**config.mk**
```make
export PLATFORM = sky130hd
export DESIGN_NAME = vector_seq_ctrl_flat
export DESIGN_NICKNAME = d
export VERILOG_FILES = /design/src/rtl/vector_seq_ctrl_pkg.sv /design/src/rtl/vector_seq_ctrl_if.sv /design/src/rtl/vector_seq_ctrl.sv /design/src/flat_wrapper.sv
export SDC_FILE = /design/constraint.sdc
export NUM_CORES = 1
export LEC_CHECK = 0
export BUFFER_PORTS_ARGS = -buffer_cell sky130_fd_sc_hd__buf_4
export CAP_MARGIN = 40
export CELL_PAD_IN_SITES_DETAIL_PLACEMENT = 1
export CELL_PAD_IN_SITES_GLOBAL_PLACEMENT = 2
export CORE_MARGIN = 10
export CORE_UTILIZATION = 22
export CTS_CLUSTER_DIAMETER = 200
export DETAILED_ROUTE_END_ITERATION = 12
export PLACE_DENSITY = 0.81
export SETUP_SLACK_MARGIN = 0.15
export SYNTH_ARGS = -nofsm -noshare
export SYNTH_HDL_FRONTEND = slang
export SYNTH_SLANG_ARGS = --single-unit
```
**constraint.sdc**
```tcl
create_clock -name clk -period 2.19 [get_ports clk]
set_clock_uncertainty 0.2 [all_clocks]
set_input_delay 0.1095 -clock clk [delete_from_list [all_inputs] [get_ports clk]]
set_output_delay 0.1095 -clock clk [all_outputs]
set_load 0.005 [all_outputs]
```
**src/rtl/vector_seq_ctrl_pkg.sv**
```systemverilog
// Shared funct codes, FSM state encoding and constants for the vector command sequencer.
package vseq_pkg;

   typedef enum logic [2:0] {
      VSETVLI = 3'd0,
      VLOAD   = 3'd1,
      VADDI   = 3'd2,
      VACC    = 3'd3,
      VMUL    = 3'd4,
      VBACC   = 3'd5,
      VPERF   = 3'd7
   } funct_e;

   typedef enum logic [1:0] {
      IDLE  = 2'd0,
      ISSUE = 2'd1,
      DRAIN = 2'd2,
      RESP  = 2'd3
   } state_e;

   localparam logic [31:0] ILLEGAL_RSP = 32'hFFFF_FFFF;

endpackage

```
**src/rtl/vector_seq_ctrl_if.sv**
```systemverilog
// CFU command/response bus; master is the CPU side, slave is the sequencer.
interface vector_seq_ctrl_if;

   logic        cmd_valid;
   logic        cmd_ready;
   logic [9:0]  cmd_payload_function_id;
   logic [31:0] cmd_payload_inputs_0;
   logic [31:0] cmd_payload_inputs_1;
   logic        rsp_valid;
   logic        rsp_ready;
   logic [31:0] rsp_payload_outputs_0;

   modport master (
      output cmd_valid,
      output cmd_payload_function_id,
      output cmd_payload_inputs_0,
      output cmd_payload_inputs_1,
      input  cmd_ready,
      input  rsp_valid,
      input  rsp_payload_outputs_0,
      output rsp_ready
   );

   modport slave (
      input  cmd_valid,
      input  cmd_payload_function_id,
      input  cmd_payload_inputs_0,
      input  cmd_payload_inputs_1,
      output cmd_ready,
      output rsp_valid,
      output rsp_payload_outputs_0,
      input  rsp_ready
   );

endinterface

```
**src/rtl/vector_seq_ctrl.sv**
```systemverilog
// CFU command sequencer: holds vl, issues per-element strobes, drains the datapath, returns one response.
// Optional busy-cycle counter read by funct 7 when VSEQ_PERF_CNT_EN is defined.
//
// state | meaning
// IDLE  | ready for a command
// ISSUE | one element strobe per cycle, idx 0..vl-1
// DRAIN | wait DP_LAT cycles for the datapath pipeline
// RESP  | response held until rsp_ready
module vector_seq_ctrl
   import vseq_pkg::*;
#(
   parameter int MAX_VL = 16,
   parameter int IDX_W  = 4,
   parameter int DP_LAT = 2
) (
   input  logic             clk,
   input  logic             reset_n,
   vector_seq_ctrl_if.slave cfu,
   output logic [2:0]       dp_funct,
   output logic [4:0]       dp_vd,
   output logic [4:0]       dp_vs1,
   output logic [4:0]       dp_vs2,
   output logic [7:0]       dp_imm,
   output logic             dp_elem_valid,
   output logic [IDX_W-1:0] dp_elem_idx,
   output logic             dp_last,
   input  logic [31:0]      dp_result,
   output logic [IDX_W:0]   vl
);

   localparam int               DRW       = $clog2(DP_LAT + 1);
   localparam logic [DRW-1:0]   DRAIN_LD  = DRW'(DP_LAT);
   localparam logic [DRW-1:0]   DRAIN_ONE = DRW'(1);
   localparam logic [31:0]      MAX_VL_W  = 32'(MAX_VL);
   localparam logic [IDX_W:0]   MAX_VL_V  = (IDX_W+1)'(MAX_VL);
   localparam logic [IDX_W:0]   VL_ONE    = (IDX_W+1)'(1);
   localparam logic [IDX_W-1:0] IDX_ONE   = IDX_W'(1);

   state_e           state_q, state_d;
   logic [2:0]       funct_q, funct_d;
   logic [4:0]       vd_q, vd_d;
   logic [4:0]       vs1_q, vs1_d;
   logic [4:0]       vs2_q, vs2_d;
   logic [7:0]       imm_q, imm_d;
   logic [IDX_W:0]   vl_q, vl_d;
   logic [IDX_W-1:0] idx_q, idx_d;
   logic [DRW-1:0]   drain_q, drain_d;
   logic [31:0]      rsp_q, rsp_d;

   logic [2:0]       cmd_funct;
   logic [IDX_W:0]   vl_clamp;
   logic             last_elem;
   logic             rsp_done;
   logic             unused_bits;

   assign cmd_funct   = cfu.cmd_payload_function_id[2:0];
   // Full 32-bit compare so large lengths clamp instead of wrapping.
   assign vl_clamp    = (cfu.cmd_payload_inputs_0 > MAX_VL_W) ? MAX_VL_V
                                                              : cfu.cmd_payload_inputs_0[IDX_W:0];
   assign last_elem   = ({1'b0, idx_q} == (vl_q - VL_ONE));
   assign rsp_done    = (state_q == RESP) && cfu.rsp_ready;
   assign unused_bits = ^{cfu.cmd_payload_function_id[9:8], cfu.cmd_payload_inputs_1[31:5]};

`ifdef VSEQ_PERF_CNT_EN
   logic [31:0] perf_q;

   always_ff @(posedge clk or negedge reset_n) begin
      if (!reset_n) begin
         perf_q <= '0;
      end else if (rsp_done && (funct_q == VPERF)) begin
         perf_q <= '0;
      end else if (((state_q == ISSUE) || (state_q == DRAIN)) && (perf_q != 32'hFFFF_FFFF)) begin
         perf_q <= perf_q + 32'd1;
      end
   end
`else
   logic unused_perf;
   assign unused_perf = rsp_done;
`endif

   always_ff @(posedge clk or negedge reset_n) begin
      if (!reset_n) begin
         state_q <= IDLE;
      end else begin
         state_q <= state_d;
      end
   end

   always_comb begin
      state_d = state_q;
      funct_d = funct_q;
      vd_d    = vd_q;
      vs1_d   = vs1_q;
      vs2_d   = vs2_q;
      imm_d   = imm_q;
      vl_d    = vl_q;
      idx_d   = idx_q;
      drain_d = drain_q;
      rsp_d   = rsp_q;
      unique case (state_q)
         IDLE: begin
            if (cfu.cmd_valid) begin
               funct_d = cmd_funct;
               vd_d    = cfu.cmd_payload_function_id[7:3];
               vs1_d   = cfu.cmd_payload_inputs_0[4:0];
               vs2_d   = cfu.cmd_payload_inputs_1[4:0];
               imm_d   = cfu.cmd_payload_inputs_0[7:0];
               case (cmd_funct)
                  VSETVLI: begin
                     vl_d    = vl_clamp;
                     rsp_d   = 32'(vl_clamp);
                     state_d = RESP;
                  end
                  VLOAD, VADDI, VACC, VMUL, VBACC: begin
                     if (vl_q == '0) begin
                        rsp_d   = '0;
                        state_d = RESP;
                     end else begin
                        idx_d   = '0;
                        state_d = ISSUE;
                     end
                  end
                  VPERF: begin
`ifdef VSEQ_PERF_CNT_EN
                     rsp_d   = perf_q;
`else
                     rsp_d   = ILLEGAL_RSP;
`endif
                     state_d = RESP;
                  end
                  default: begin
                     rsp_d   = ILLEGAL_RSP;
                     state_d = RESP;
                  end
               endcase
            end
         end
         ISSUE: begin
            if (last_elem) begin
               drain_d = DRAIN_LD;
               state_d = DRAIN;
            end else begin
               idx_d = idx_q + IDX_ONE;
            end
         end
         DRAIN: begin
            drain_d = drain_q - DRAIN_ONE;
            if (drain_q == DRAIN_ONE) begin
               rsp_d   = dp_result;
               state_d = RESP;
            end
         end
         RESP: begin
            if (cfu.rsp_ready) begin
               state_d = IDLE;
            end
         end
         default: state_d = IDLE;
      endcase
   end

   always_ff @(posedge clk or negedge reset_n) begin
      if (!reset_n) begin
         funct_q <= '0;
         vd_q    <= '0;
         vs1_q   <= '0;
         vs2_q   <= '0;
         imm_q   <= '0;
         vl_q    <= '0;
         idx_q   <= '0;
         drain_q <= '0;
         rsp_q   <= '0;
      end else begin
         funct_q <= funct_d;
         vd_q    <= vd_d;
         vs1_q   <= vs1_d;
         vs2_q   <= vs2_d;
         imm_q   <= imm_d;
         vl_q    <= vl_d;
         idx_q   <= idx_d;
         drain_q <= drain_d;
         rsp_q   <= rsp_d;
      end
   end

   always_comb begin
      cfu.cmd_ready             = (state_q == IDLE);
      cfu.rsp_valid             = (state_q == RESP);
      cfu.rsp_payload_outputs_0 = rsp_q;
      dp_elem_valid             = (state_q == ISSUE);
      dp_last                   = (state_q == ISSUE) && last_elem;
      dp_elem_idx               = idx_q;
      dp_funct                  = funct_q;
      dp_vd                     = vd_q;
      dp_vs1                    = vs1_q;
      dp_vs2                    = vs2_q;
      dp_imm                    = imm_q;
      vl                        = vl_q;
   end

endmodule
```
**src/flat_wrapper.sv**
```systemverilog
// flat-port wrapper written by rule: the top's interface ports become plain ports
module vector_seq_ctrl_flat import vseq_pkg::*;
#(
   parameter int MAX_VL = 16,
   parameter int IDX_W  = 4,
   parameter int DP_LAT = 2
)
  (clk, reset_n, dp_funct, dp_vd, dp_vs1, dp_vs2, dp_imm, dp_elem_valid, dp_elem_idx, dp_last, dp_result, vl, cfu_cmd_valid, cfu_cmd_payload_function_id, cfu_cmd_payload_inputs_0, cfu_cmd_payload_inputs_1, cfu_cmd_ready, cfu_rsp_valid, cfu_rsp_payload_outputs_0, cfu_rsp_ready);
  vector_seq_ctrl_if cfu_i ();
  input  logic clk;
  input  logic reset_n;
  output logic [2:0] dp_funct;
  output logic [4:0] dp_vd;
  output logic [4:0] dp_vs1;
  output logic [4:0] dp_vs2;
  output logic [7:0] dp_imm;
  output logic dp_elem_valid;
  output logic [IDX_W-1:0] dp_elem_idx;
  output logic dp_last;
  input  logic [31:0] dp_result;
  output logic [IDX_W:0] vl;
  input wire logic [$bits(cfu_i.cmd_valid)-1:0] cfu_cmd_valid;
  input wire logic [$bits(cfu_i.cmd_payload_function_id)-1:0] cfu_cmd_payload_function_id;
  input wire logic [$bits(cfu_i.cmd_payload_inputs_0)-1:0] cfu_cmd_payload_inputs_0;
  input wire logic [$bits(cfu_i.cmd_payload_inputs_1)-1:0] cfu_cmd_payload_inputs_1;
  output wire logic [$bits(cfu_i.cmd_ready)-1:0] cfu_cmd_ready;
  output wire logic [$bits(cfu_i.rsp_valid)-1:0] cfu_rsp_valid;
  output wire logic [$bits(cfu_i.rsp_payload_outputs_0)-1:0] cfu_rsp_payload_outputs_0;
  input wire logic [$bits(cfu_i.rsp_ready)-1:0] cfu_rsp_ready;
  assign cfu_i.cmd_valid = cfu_cmd_valid;
  assign cfu_i.cmd_payload_function_id = cfu_cmd_payload_function_id;
  assign cfu_i.cmd_payload_inputs_0 = cfu_cmd_payload_inputs_0;
  assign cfu_i.cmd_payload_inputs_1 = cfu_cmd_payload_inputs_1;
  assign cfu_cmd_ready = cfu_i.cmd_ready;
  assign cfu_rsp_valid = cfu_i.rsp_valid;
  assign cfu_rsp_payload_outputs_0 = cfu_i.rsp_payload_outputs_0;
  assign cfu_i.rsp_ready = cfu_rsp_ready;
  vector_seq_ctrl #(.MAX_VL(MAX_VL), .IDX_W(IDX_W), .DP_LAT(DP_LAT)) u_core (.clk(clk), .reset_n(reset_n), .cfu(cfu_i), .dp_funct(dp_funct), .dp_vd(dp_vd), .dp_vs1(dp_vs1), .dp_vs2(dp_vs2), .dp_imm(dp_imm), .dp_elem_valid(dp_elem_valid), .dp_elem_idx(dp_elem_idx), .dp_last(dp_last), .dp_result(dp_result), .vl(vl));
endmodule
```
# == Word level (Yosys, flattened, before mapping) ==
# Cells that the tools add are included.
# totals
mem_count,0
romBits,0
inputBits,110
latch_bits,0
regBits,71
out_inout_bits,71
ramBits,0
# classes
n_bitwise,0
addsub,3
n_mux,19
n_lt_le_gt_ge,1
reduce_logical,14
n_shift,0
n_eq_ne,18
div,0
multipliers,0
# op_table
op,count
$pmux 32 s2,2
$mux 32,3
$gt 32x5->1 const B,1
$mux 4,4
$mux 2,6
$ne 2x1->1 const B,4
$pmux 2 s4,1
$pmux 4 s2,1
$reduce_and 4->1,2
$eq 3x2->1 const B,2
$eq 3x3->1 const B,2
$ne 2x2->1 const B,3
$reduce_bool 2->1,3
$eq 4x5->1,1
$logic_not 5->1,1
$mux 5,1
$reduce_and 5->1,1
$reduce_or 5->1,1
$sub 5x1->5 const B,1
$add 4x1->4 const B,1
$eq 2x1->1 const B,2
$eq 2x2->1 const B,2
$pmux 2 s2,1
$reduce_and 2->1,2
7 further kinds,7

# == Logic depth before layout (Yosys ltp) ==
# Gate-level depths: netlist (run 1).
# logic_depth
word_depth,5
mapped_depth,9
ltp_nobuf,7

# == Worst setup path before layout (run 1) ==
# No wires, ideal clock.
# synth_path
kind,reg2reg
startpoint,register u_core.vl_q[0] (netlist: u_core.vl[0])
endpoint,register u_core.rsp_q[4] (netlist: u_core.cfu.rsp_payload_outputs_0[4])
path_buffers,1
period_less_slack_ns,2.173
arrival_ns,1.835
stages_incl_launch_ff,9
path_slack_ns,0.017
path_cell_list,dfrtp_1 inv_1 ha_1 nor3b_2 a211oi_2 a211oi_2 a21boi_2 buf_4 a31oi_1
# synth_between
elab_chain_len,3
# synth_lines
element,line_no,rtl
start: declaration,vector_seq_ctrl.sv:45,"logic [IDX_W:0] vl_q, vl_d;"
start signal: assignment,vector_seq_ctrl.sv:179,vl_q <= vl_d;
$logic_not 5->1,vector_seq_ctrl.sv:115,if (vl_q == '0) begin
$ne 3x2->1 (no line),--,
$reduce_and 4->1 (no line),--,
end signal: assignment,vector_seq_ctrl.sv:182,rsp_q <= rsp_d;
end: declaration,vector_seq_ctrl.sv:48,"logic [31:0] rsp_q, rsp_d;"
# Every way passes these cells.
# A chain may end at the register's enable or synchronous reset.

# == Worst setup path after layout (run 1) ==
# layout_path
startpoint,register u_core.vl_q[1] (netlist: u_core.vl[1])
endpoint,register u_core.rsp_q[3] (netlist: u_core.cfu.rsp_payload_outputs_0[3])
# Same word-level chain as after synthesis.

==> results of run 1 <==
synthesized netlist by cell type, types with 2 or more instances:
| cell | number |
|---|---|
| mux2i_1 | 3 |
| o211ai_1 | 2 |
| xor2_1 | 2 |
| mux2_2 | 21 |
| nand3_1 | 6 |
| nor3_2 | 2 |
| buf_4 | 8 |
| a211oi_2 | 2 |
| or3_1 | 2 |
| and2_1 | 2 |
| xnor2_1 | 5 |
| inv_1 | 11 |
| clkbuf_1 | 7 |
| a2111oi_4 | 2 |
| ha_1 | 7 |
| nor4_1 | 8 |
| nor2_1 | 36 |
| nand2_1 | 44 |
| buf_2 | 3 |
| a22o_1 | 4 |
| dfrtp_1 | 66 |
| a31oi_1 | 6 |
| a21oi_1 | 29 |
cell families (layout without fill, tap and decap cells):
| family | after synthesis | after routing | synth area share [%] |
|---|---|---|---|
| simple gates | 107 | 107 | 15.92 |
| flops | 66 | 66 | 53.20 |
| compound gates | 54 | 54 | 12.41 |
| buf+inv | 29 | 254 | 4.595 |
| mux | 25 | 25 | 9.069 |
| fa+ha+maj | 7 | 7 | 2.821 |
| xor+xnor | 7 | 7 | 1.975 |
what timing repair did:
action / 4_1_cts / 5_1_grt
hold endpoints to repair: 124 / 0
pin swaps: 8 / 4
hold buffers: 54 / 0
gates resized for setup: 17 / 5
setup buffers: 3 / 2
setup endpoints to repair: 38 / 45
gates cloned: 0 / 1
registers in the layout (all words and copies together), names as in the netlist:
register and count:
u_core.cfu.rsp_payload_outputs_0 32, u_core.dp_imm 8, u_core.dp_vd 5, u_core.dp_vs2 5, u_core.vl 5, u_core.dp_elem_idx 4, u_core.dp_funct 3, u_core.drain_q 2
u_core.state_q 2
worst reg2reg max path, delay by kind of cell, from the launching register on:
family                     cells  cell delay [ns]
AOI/OAI and AO/OA              4             0.68
adders and majority gates      1             0.17
buffers and inverters          3             0.45
DFF                            1             0.38
and+or+nand+nor                1             0.28
final cells by class:
type | instances | area, um^2
fillers | 1508 | 8192
repair buffers | 228 | 1926
multi-input cells | 200 | 1471
well taps | 180 | 225.2
clock inverters | 2 | 60.06
clock buffers | 13 | 260.3
flip-flops and latches | 66 | 1652
inverters | 11 | 41.29
where the power goes:
part	internal, mW	switching, mW
sequential	1.83	0.392
combinational	2.04	1.77
clock	1.05	0.534
total	4.92	2.69
routing by layer:
metal  up-vias  wire [um]  GRT usage, %
met5         -          0             0
met3        13        762         4.384
met1      1503       4829         13.66
met4         0        147         4.009
li1       1455          -             -
met2        85       6456         22.06
worst paths after layout:
check | to | slack, ns
worst max-delay path | u_core.cfu.rsp_payload_outputs_0[3] | -0.09
worst min-delay path | u_core.state_q[0] | 0.02
worst max register to register | u_core.cfu.rsp_payload_outputs_0[3] | -0.09
worst min register to register | u_core.dp_vd[3] | 0.31
max in group asynchronous | u_core.dp_imm[1] | 1.12
min in group asynchronous | u_core.dp_elem_idx[3] | 0.12
metrics by stage:
step	std cells	TNS (ns)	utilization, %	area, um^2	hold WS (ns)
after floorplan	295	0	-	3171	-0.3861
after global placement	625	0	33.21	4592	-0.06597
after detailed placement	625	0	33.21	4592	-0.05943
after CTS	697	-0.05560	40.28	5569	0.007078
after global routing	700	-5.998	40.76	5635	0.05105
final	700	-1.899	40.76	5635	0.02217
==> flow_metrics.tcl, run 1 <==
set metrics [dict create \
    startpoint "u_core.vl[1]" \
    routed_wl_um 12200 \
    path_delay_family "compound AO/OA/AOI/OAI gates" \
    ios 181 \
    cp_num_cells 9 \
    grt_overflow 0 \
    most-common-layout-cells "buf_4, dfrtp_1, dlygate4sd3_1" \
    hold_viol 0 \
    status "finished, violations left" \
    layout.cells.most_common "buf_4" \
    max_stage_delay_ns 0.38 \
    core_mm2 0.01383 \
    yosys_warnings 0 \
    dr.pass1.iters 6 \
    root_buffer "clkbuf_16" \
    rsz0062_at_grt "true" \
    antenna_found_initial 0 \
    ys.flop_type "dfrtp_1" \
    routedWlPerCell_um 17.42 \
    worst_path_max_delay_cell "dfrtp_1" \
    netlist.area_leader.share_pct 53.20 \
    crit_top_cell "a211oi_4" \
    cp_cell_sequence "inv_2 > ha_4 > nor3b_4 > buf_4 > a211oi_4 > a211oi_4 > a21boi_4 > buf_12 > a31oi_1" \
    power_density_mw_per_mm2 1350 \
    crit_arrival_ns 2.29 \
    clock_sinks 66 \
    drtIter0Drc 64 \
    h-tree-depth 3 \
    ys_ff_latch 66 \
    cts_buffers 9 \
    clkTransAtPathRegs_ns 0.06 \
    hpwlAfterDp_um 8663 \
    initial_core_util_pct 22.45 \
    post-place-ws_ns 0.01333 \
    p_leak_nw 2.592 \
    io_buffers 151 \
    critPathLaunchType "flop" \
    via_count 3056 \
    slew_headroom_pct 62.18 \
    cap_violations 0 \
    async_flop_share_pct 100.0 \
    final_net_count 633 \
    ant_nets 0 \
    layout_setup_ws_ns -0.08599 \
    hp-start "cfu_rsp_ready" \
    cts_max_path_buffers 2 \
    cp_max_fo 28 \
    criticalPathCategory "flop to flop" \
    yosysSeqAreaShare_pct 53.20 \
    die_area_mm2 0.01926 \
    worstSkewPairLatency_ns 0.33 \
    synthTopCellsByArea "dfrtp_1, mux2_2, nand2_1, a21oi_1, nor2_1" \
    cts_tree "done" \
    total_power_mw 7.609 \
    slew_viol_final 0 \
    synth_area_per_cell_um2 10.52 \
    grt_max_degree 41 \
    syn-num-nets 412 \
    areaGrowthSynthToFinish_pct 81.54 \
    die_h_um 138.8 \
    grt_pass1_wl_um 19340 \
    synth_edf_count 0 \
    drive_above_1_share_pct 46.73 \
    irDropWorstVdd_v 0.0004449 \
    syn_inst 295 \
    row_count 43 \
    hold_class "input port to flop" \
    drc 0 \
    grt_usage_pct 12.50 \
    failed_checks "setup timing" \
    syn_area_mm2 0.003104 \
    min_period_over_period_pct 103.9 \
    r2r_cells 9 \
    vias_per_cell 4.366 \
    timing.rr.start "u_core.vl[1]" \
    worstHoldPathCells 5 \
    grt_pass1_vias 3475 \
    antenna_cells 0 \
    cp_data_required_time_ns 2.20 \
    end_kind "flop" \
    crit_buf_inv 3 \
    setup_viol 33 \
    die_x_um 138.8 \
    gp_congestion 0.7313 \
    min_period_ns 2.276 \
    ys_types 40 \
    max_freq_mhz 439.4 \
    worst_pin_slew_ns 0.5602 \
    yosysTopAreaCell "dfrtp_1" \
]
No activity file was read; power rests on OpenSTA's default activity.
==> run 2: changes to the inputs <==
--- a/config.mk
+++ b/config.mk
@@ -7,7 +7,7 @@
 export LEC_CHECK = 0
 export BUFFER_PORTS_ARGS = -buffer_cell sky130_fd_sc_hd__buf_4
 export CAP_MARGIN = 40
-export CELL_PAD_IN_SITES_DETAIL_PLACEMENT = 1
+export CELL_PAD_IN_SITES_DETAIL_PLACEMENT = 2
 export CELL_PAD_IN_SITES_GLOBAL_PLACEMENT = 2
 export CORE_MARGIN = 10
 export CORE_UTILIZATION = 22
==> run 2 against run 1 <==
Compared with the run above:
- the run still ends with setup timing left
- sequential cell count unchanged
- sequential power is essentially flat
- fmax is 1.9% higher
- largest power group unchanged
==> flow_metrics.tcl, run 2 (synthesized netlist as in run 1, its figures left out) <==
set metrics [dict create \
    gp_congestion 0.7313 \
    failed_checks "setup timing" \
    routedWlPerCell_um 20.62 \
    die_x_um 138.8 \
    final_cell_area_mm2 0.005787 \
    cts_tree "done" \
    cts_max_path_buffers 2 \
    hold_slack_ns 0.03440 \
    cp_data_required_time_ns 2.20 \
    seqCellArea_mm2 0.001652 \
    die_h_um 138.8 \
    multi_input_area_mm2 0.001603 \
    crit_arrival_ns 2.25 \
    vias_per_cell 4.533 \
    cp_cell_sequence "inv_2 > ha_4 > nor3b_4 > a211oi_4 > a211oi_4 > a21boi_4 > buf_6 > buf_12 > a31oi_4" \
    hold_viol 0 \
    row_count 43 \
    max_freq_mhz 447.6 \
    rsz0062_at_grt "true" \
    criticalPathCategory "flop to flop" \
    routed_wl_um 14470 \
    critPathLaunchType "flop" \
    slew_viol_final 0 \
    grt_overflow 0 \
    drtIter0Drc 116 \
    h-tree-depth 3 \
    clkTransAtPathRegs_ns 0.06 \
    drc 0 \
    dr.pass1.iters 4 \
    antenna_cells 0 \
    worstSkewPairLatency_ns 0.33 \
    grt_pass1_wl_um 22600 \
    clock_sinks 66 \
    initial_core_util_pct 22.45 \
    worst_path_max_delay_cell "dfrtp_1" \
    setup_viol 23 \
    cp_max_fo 7 \
    min_period_over_period_pct 102.0 \
    cap_violations 0 \
    final_net_count 634 \
    grt_usage_pct 14.89 \
    core_mm2 0.01383 \
    drive_above_1_share_pct 51.92 \
    most-common-layout-cells "buf_4, dfrtp_1, dlygate4sd3_1" \
    p_leak_nw 2.615 \
    fillers 1437 \
    via_count 3182 \
    io_buffers 151 \
    worst_pin_slew_ns 0.5737 \
    hpwlAfterDp_um 9697 \
    min_period_ns 2.234 \
    grt_max_degree 41 \
    status "finished, violations left" \
    root_buffer "clkbuf_16" \
    max_stage_delay_ns 0.40 \
    areaGrowthSynthToFinish_pct 86.42 \
    layout_setup_ws_ns -0.04399 \
    grt_pass1_vias 3866 \
    r2r_setup_slack_ns -0.04 \
    cts_buffers 9 \
    power_density_mw_per_mm2 1398 \
    die_area_mm2 0.01926 \
    total_power_mw 8.093 \
    setup-tns-final_ns -0.3763 \
    layout.cells.most_common "buf_4" \
    crit_top_cell "a211oi_4" \
    post-place-ws_ns -0.01999 \
    ant_nets 0 \
    irDropWorstVdd_v 0.0004700 \
    slew_headroom_pct 61.75 \
    path_delay_family "compound AO/OA/AOI/OAI gates" \
    end_kind "flop" \
    ios 181 \
    crit_buf_inv 3 \
    placed_area_mm2 0.004592 \
    antenna_found_initial 0 \
    hold_class "input port to flop" \
    largest_reg_flops 32 \
]
## run 2: cell type report
type / instances / share of cell area, %
clock buffers: 9 / 3.892
multi-input cells: 200 / 27.70
inverters: 11 / 0.7135
repair buffers: 229 / 34.05
clock inverters: 7 / 1.211
flip-flops and latches: 66 / 28.54
well taps: 180 / 3.892
## run 2: timing repair
item | 4_1_cts | 5_1_grt
endpoints found under the hold margin | 97 | 0
setup buffers | 4 | 0
setup endpoints to repair | 40 | 45
hold buffers | 54 | 0
gates resized for setup | 35 | 16
gates cloned | 3 | 0
pin swaps | 6 | 3
## run 2: through the flow
step / util, % / instances
floorplan: - / 295
global route: 41.85 / 702
global placement: 33.21 / 625
CTS: 41.06 / 702
detailed placement: 33.21 / 625
finish: 41.85 / 702
## run 2: metal layers
metal / up-vias / share of wire, % / routed length, um / track usage, %
met4: 0 / 2.8 / 408 / 5.876
met3: 25 / 5.6 / 815 / 4.486
met2: 93 / 55 / 7948 / 27.40
met5: - / 0 / 0 / 0
met1: 1607 / 37 / 5300 / 15.39
li1: 1457 / - / - / -
## run 2: power by group
group          switching [mW]  internal, mW
clock network           0.572         0.879
logic                    2.11          2.30
registers               0.400          1.83
## run 2: worst min-delay path, stage by stage
cell	delay, ns
buf_4	0.09
nor3_2	0.07
o311ai_0	0.14
a31oi_1	0.11
## run 2: worst paths after layout
path	from	end	cells after the start
max in group asynchronous	reset_n	u_core.cfu.rsp_payload_outputs_0[29]	3
worst min register to register	u_core.dp_funct[0]	u_core.dp_funct[0]	1
worst max register to register	u_core.vl[0]	u_core.cfu.rsp_payload_outputs_0[3]	9
worst min-delay path	cfu_cmd_payload_function_id[0]	u_core.cfu.rsp_payload_outputs_0[4]	4
worst max-delay path	u_core.vl[0]	u_core.cfu.rsp_payload_outputs_0[3]	9
min in group asynchronous	reset_n	u_core.vl[4]	2
==> run 3: changes to the inputs <==
--- a/config.mk
+++ b/config.mk
@@ -13,7 +13,7 @@
 export CORE_UTILIZATION = 22
 export CTS_CLUSTER_DIAMETER = 200
 export DETAILED_ROUTE_END_ITERATION = 12
-export PLACE_DENSITY = 0.81
+export PLACE_DENSITY = 0.82
 export SETUP_SLACK_MARGIN = 0.15
 export SYNTH_ARGS = -nofsm -noshare
 export SYNTH_HDL_FRONTEND = slang
==> run 3 against run 2 <==
Compared with the run above:
- the run still ends with setup timing left
- first-iteration DRC count shrank 5.2%
- sequential power is essentially flat
- utilization is essentially flat
- final area is essentially flat
- die area is the same
- combinational power is essentially flat
- routed wire length grew 2.9%
- sequential cell count is the same
- register-to-register slack lost 0.11 ns
- critical path type unchanged
- largest cell class unchanged
==> flow_metrics.tcl, run 3 (synthesized netlist as in run 1, its figures left out) <==
set metrics [dict create \
    status "finished, violations left" \
    failed_checks "setup timing" \
    worst_pin_slew_ns 0.6563 \
    grt_overflow 0 \
    cts_buffers 9 \
    hold_slack_ns 0.03723 \
    die_x_um 138.8 \
    most-common-layout-cells "buf_4, dfrtp_1, dlygate4sd3_1" \
    root_buffer "clkbuf_16" \
    antenna_found_initial 0 \
    antenna_cells 0 \
    drc 0 \
    end_kind "flop" \
    io_buffers 151 \
    min_period_ns 2.345 \
    grt_max_degree 41 \
    min_to "u_core.state_q[0]" \
    h-tree-depth 3 \
    ios 181 \
    largest_reg_flops 32 \
    p_leak_nw 2.601 \
    seqPwrFrac_pct 27.4 \
    setup_viol 39 \
    cp_cell_sequence "inv_1 > ha_2 > nor3b_4 > a211oi_4 > a211oi_4 > a21boi_4 > buf_12 > buf_12 > a31oi_4" \
    grt_usage_pct 14.68 \
    dr.pass1.iters 4 \
    slew_viol_final 0 \
    p_comb_share_pct 53.7 \
    core_mm2 0.01383 \
    hp-start "cfu_rsp_ready" \
    gp_congestion 0.7000 \
    layoutNonFillerInstCount 704 \
    hpwlAfterDp_um 9795 \
    hold_class "input port to flop" \
    cap_violations 0 \
    clkTransAtPathRegs_ns 0.06 \
    power_density_mw_per_mm2 1423 \
    post-place-ws_ns -0.06404 \
    rsz0062_at_grt "true" \
    max_stage_delay_ns 0.37 \
    grt_pass1_wl_um 22430 \
    vias_per_cell 4.453 \
    swShare_pct 37.66 \
    layout.cells.most_common "buf_4" \
    dpl.cell_count 625 \
    path_delay_family "compound AO/OA/AOI/OAI gates" \
    timing.rr.start "u_core.vl[1]" \
    drive_above_1_share_pct 50.95 \
    routedWlPerCell_um 21.15 \
    irDropWorstVdd_v 0.0004213 \
    clockPowerShare_pct 19.0 \
    r2r_cells 9 \
    layout_setup_ws_ns -0.1553 \
    routed_wl_um 14890 \
    r2r_end "u_core.cfu.rsp_payload_outputs_0[4]" \
    critPathLaunchType "flop" \
    criticalPathCategory "flop to flop" \
    initial_core_util_pct 22.45 \
    areaGrowthSynthToFinish_pct 86.50 \
    drtIter0Drc 110 \
    cp_max_fo 8 \
    worstSkewPairLatency_ns 0.33 \
    die_area_mm2 0.01926 \
    die_h_um 138.8 \
    cts_max_path_buffers 2 \
    slew_headroom_pct 55.69 \
    min_period_over_period_pct 107.1 \
    via_count 3135 \
    grt_pass1_vias 3745 \
    cts_tree "done" \
    row_count 43 \
    p_int_mw 5.136 \
    worstHoldPathCells 5 \
    ant_nets 0 \
    power.switching_mw 3.103 \
    max_freq_mhz 426.4 \
    r2r_setup_slack_ns -0.16 \
    final_net_count 636 \
    cp_data_required_time_ns 2.18 \
    worst_path_max_delay_cell "dfrtp_1" \
    crit_buf_inv 3 \
    setup-tns-final_ns -4.269 \
    crit_arrival_ns 2.33 \
    hold_viol 0 \
    clock_sinks 66 \
]
run 3: worst max-delay path by stage:
stage	start	end	cells after the start
final	u_core.vl[1]	u_core.cfu.rsp_payload_outputs_0[4]	9
after global routing	u_core.vl[1]	u_core.cfu.rsp_payload_outputs_0[4]	9
after CTS	u_core.vl[0]	u_core.dp_elem_idx[0]	7
after detailed placement	u_core.vl[0]	u_core.dp_elem_idx[0]	7
after global placement	u_core.state_q[0]	u_core.cfu.rsp_payload_outputs_0[4]	8
after floorplan	u_core.vl[0]	u_core.drain_q[0]	7
run 3: area by class of cell:
cell class | count | area [um^2]
fillers | 1411 | 8038
repair buffers | 231 | 1973
flip-flops and latches | 66 | 1652
multi-input cells | 200 | 1577
clock buffers | 12 | 246.5
well taps | 180 | 225.2
clock inverters | 4 | 75.07
inverters | 11 | 41.29
run 3: timing repair:
action,in CTS,in global routing
cloned,0,3
hold endpoints to repair,96,2
hold buffers,52,2
gates resized for setup,7,40
pin swaps,1,9
setup buffers,2,4
endpoints found under the setup margin,44,45
run 3: worst reg2reg max path: stages (launching register included):
cell	delay [ns]
dfrtp_1	0.37
inv_1	0.07
ha_2	0.19
nor3b_4	0.27
a211oi_4	0.13
a211oi_4	0.34
a21boi_4	0.26
buf_12	0.15
buf_12	0.14
a31oi_4	0.08
run 3: per-stage QoR:
step / total power, mW / utilization (%) / area [um^2]
after floorplan: 3.986 / - / 3171
after global placement: 5.560 / 33.12 / 4579
after detailed placement: 5.804 / 33.12 / 4579
after CTS: 7.581 / 39.55 / 5469
after global routing: 8.875 / 41.87 / 5789
final: 8.239 / 41.87 / 5789
run 3: routing by layer:
layer | vias to the layer above | GRT usage [%] | part of all wire [%]
met4 | 0 | 4.778 | 1.4
met5 | - | 0 | 0
met2 | 86 | 28.30 | 56
li1 | 1454 | - | -
met3 | 17 | 3.733 | 5.0
met1 | 1578 | 14.91 | 37
run 3: power groups by stage:
stage	Sequential [mW]	Combinational (mW)	Clock, mW
floorplan	2.21	1.78	0
global placement	2.20	3.36	0
detailed placement	2.25	3.55	0
CTS	2.24	3.73	1.61
global route	2.33	4.86	1.68
finish	2.25	4.42	1.56
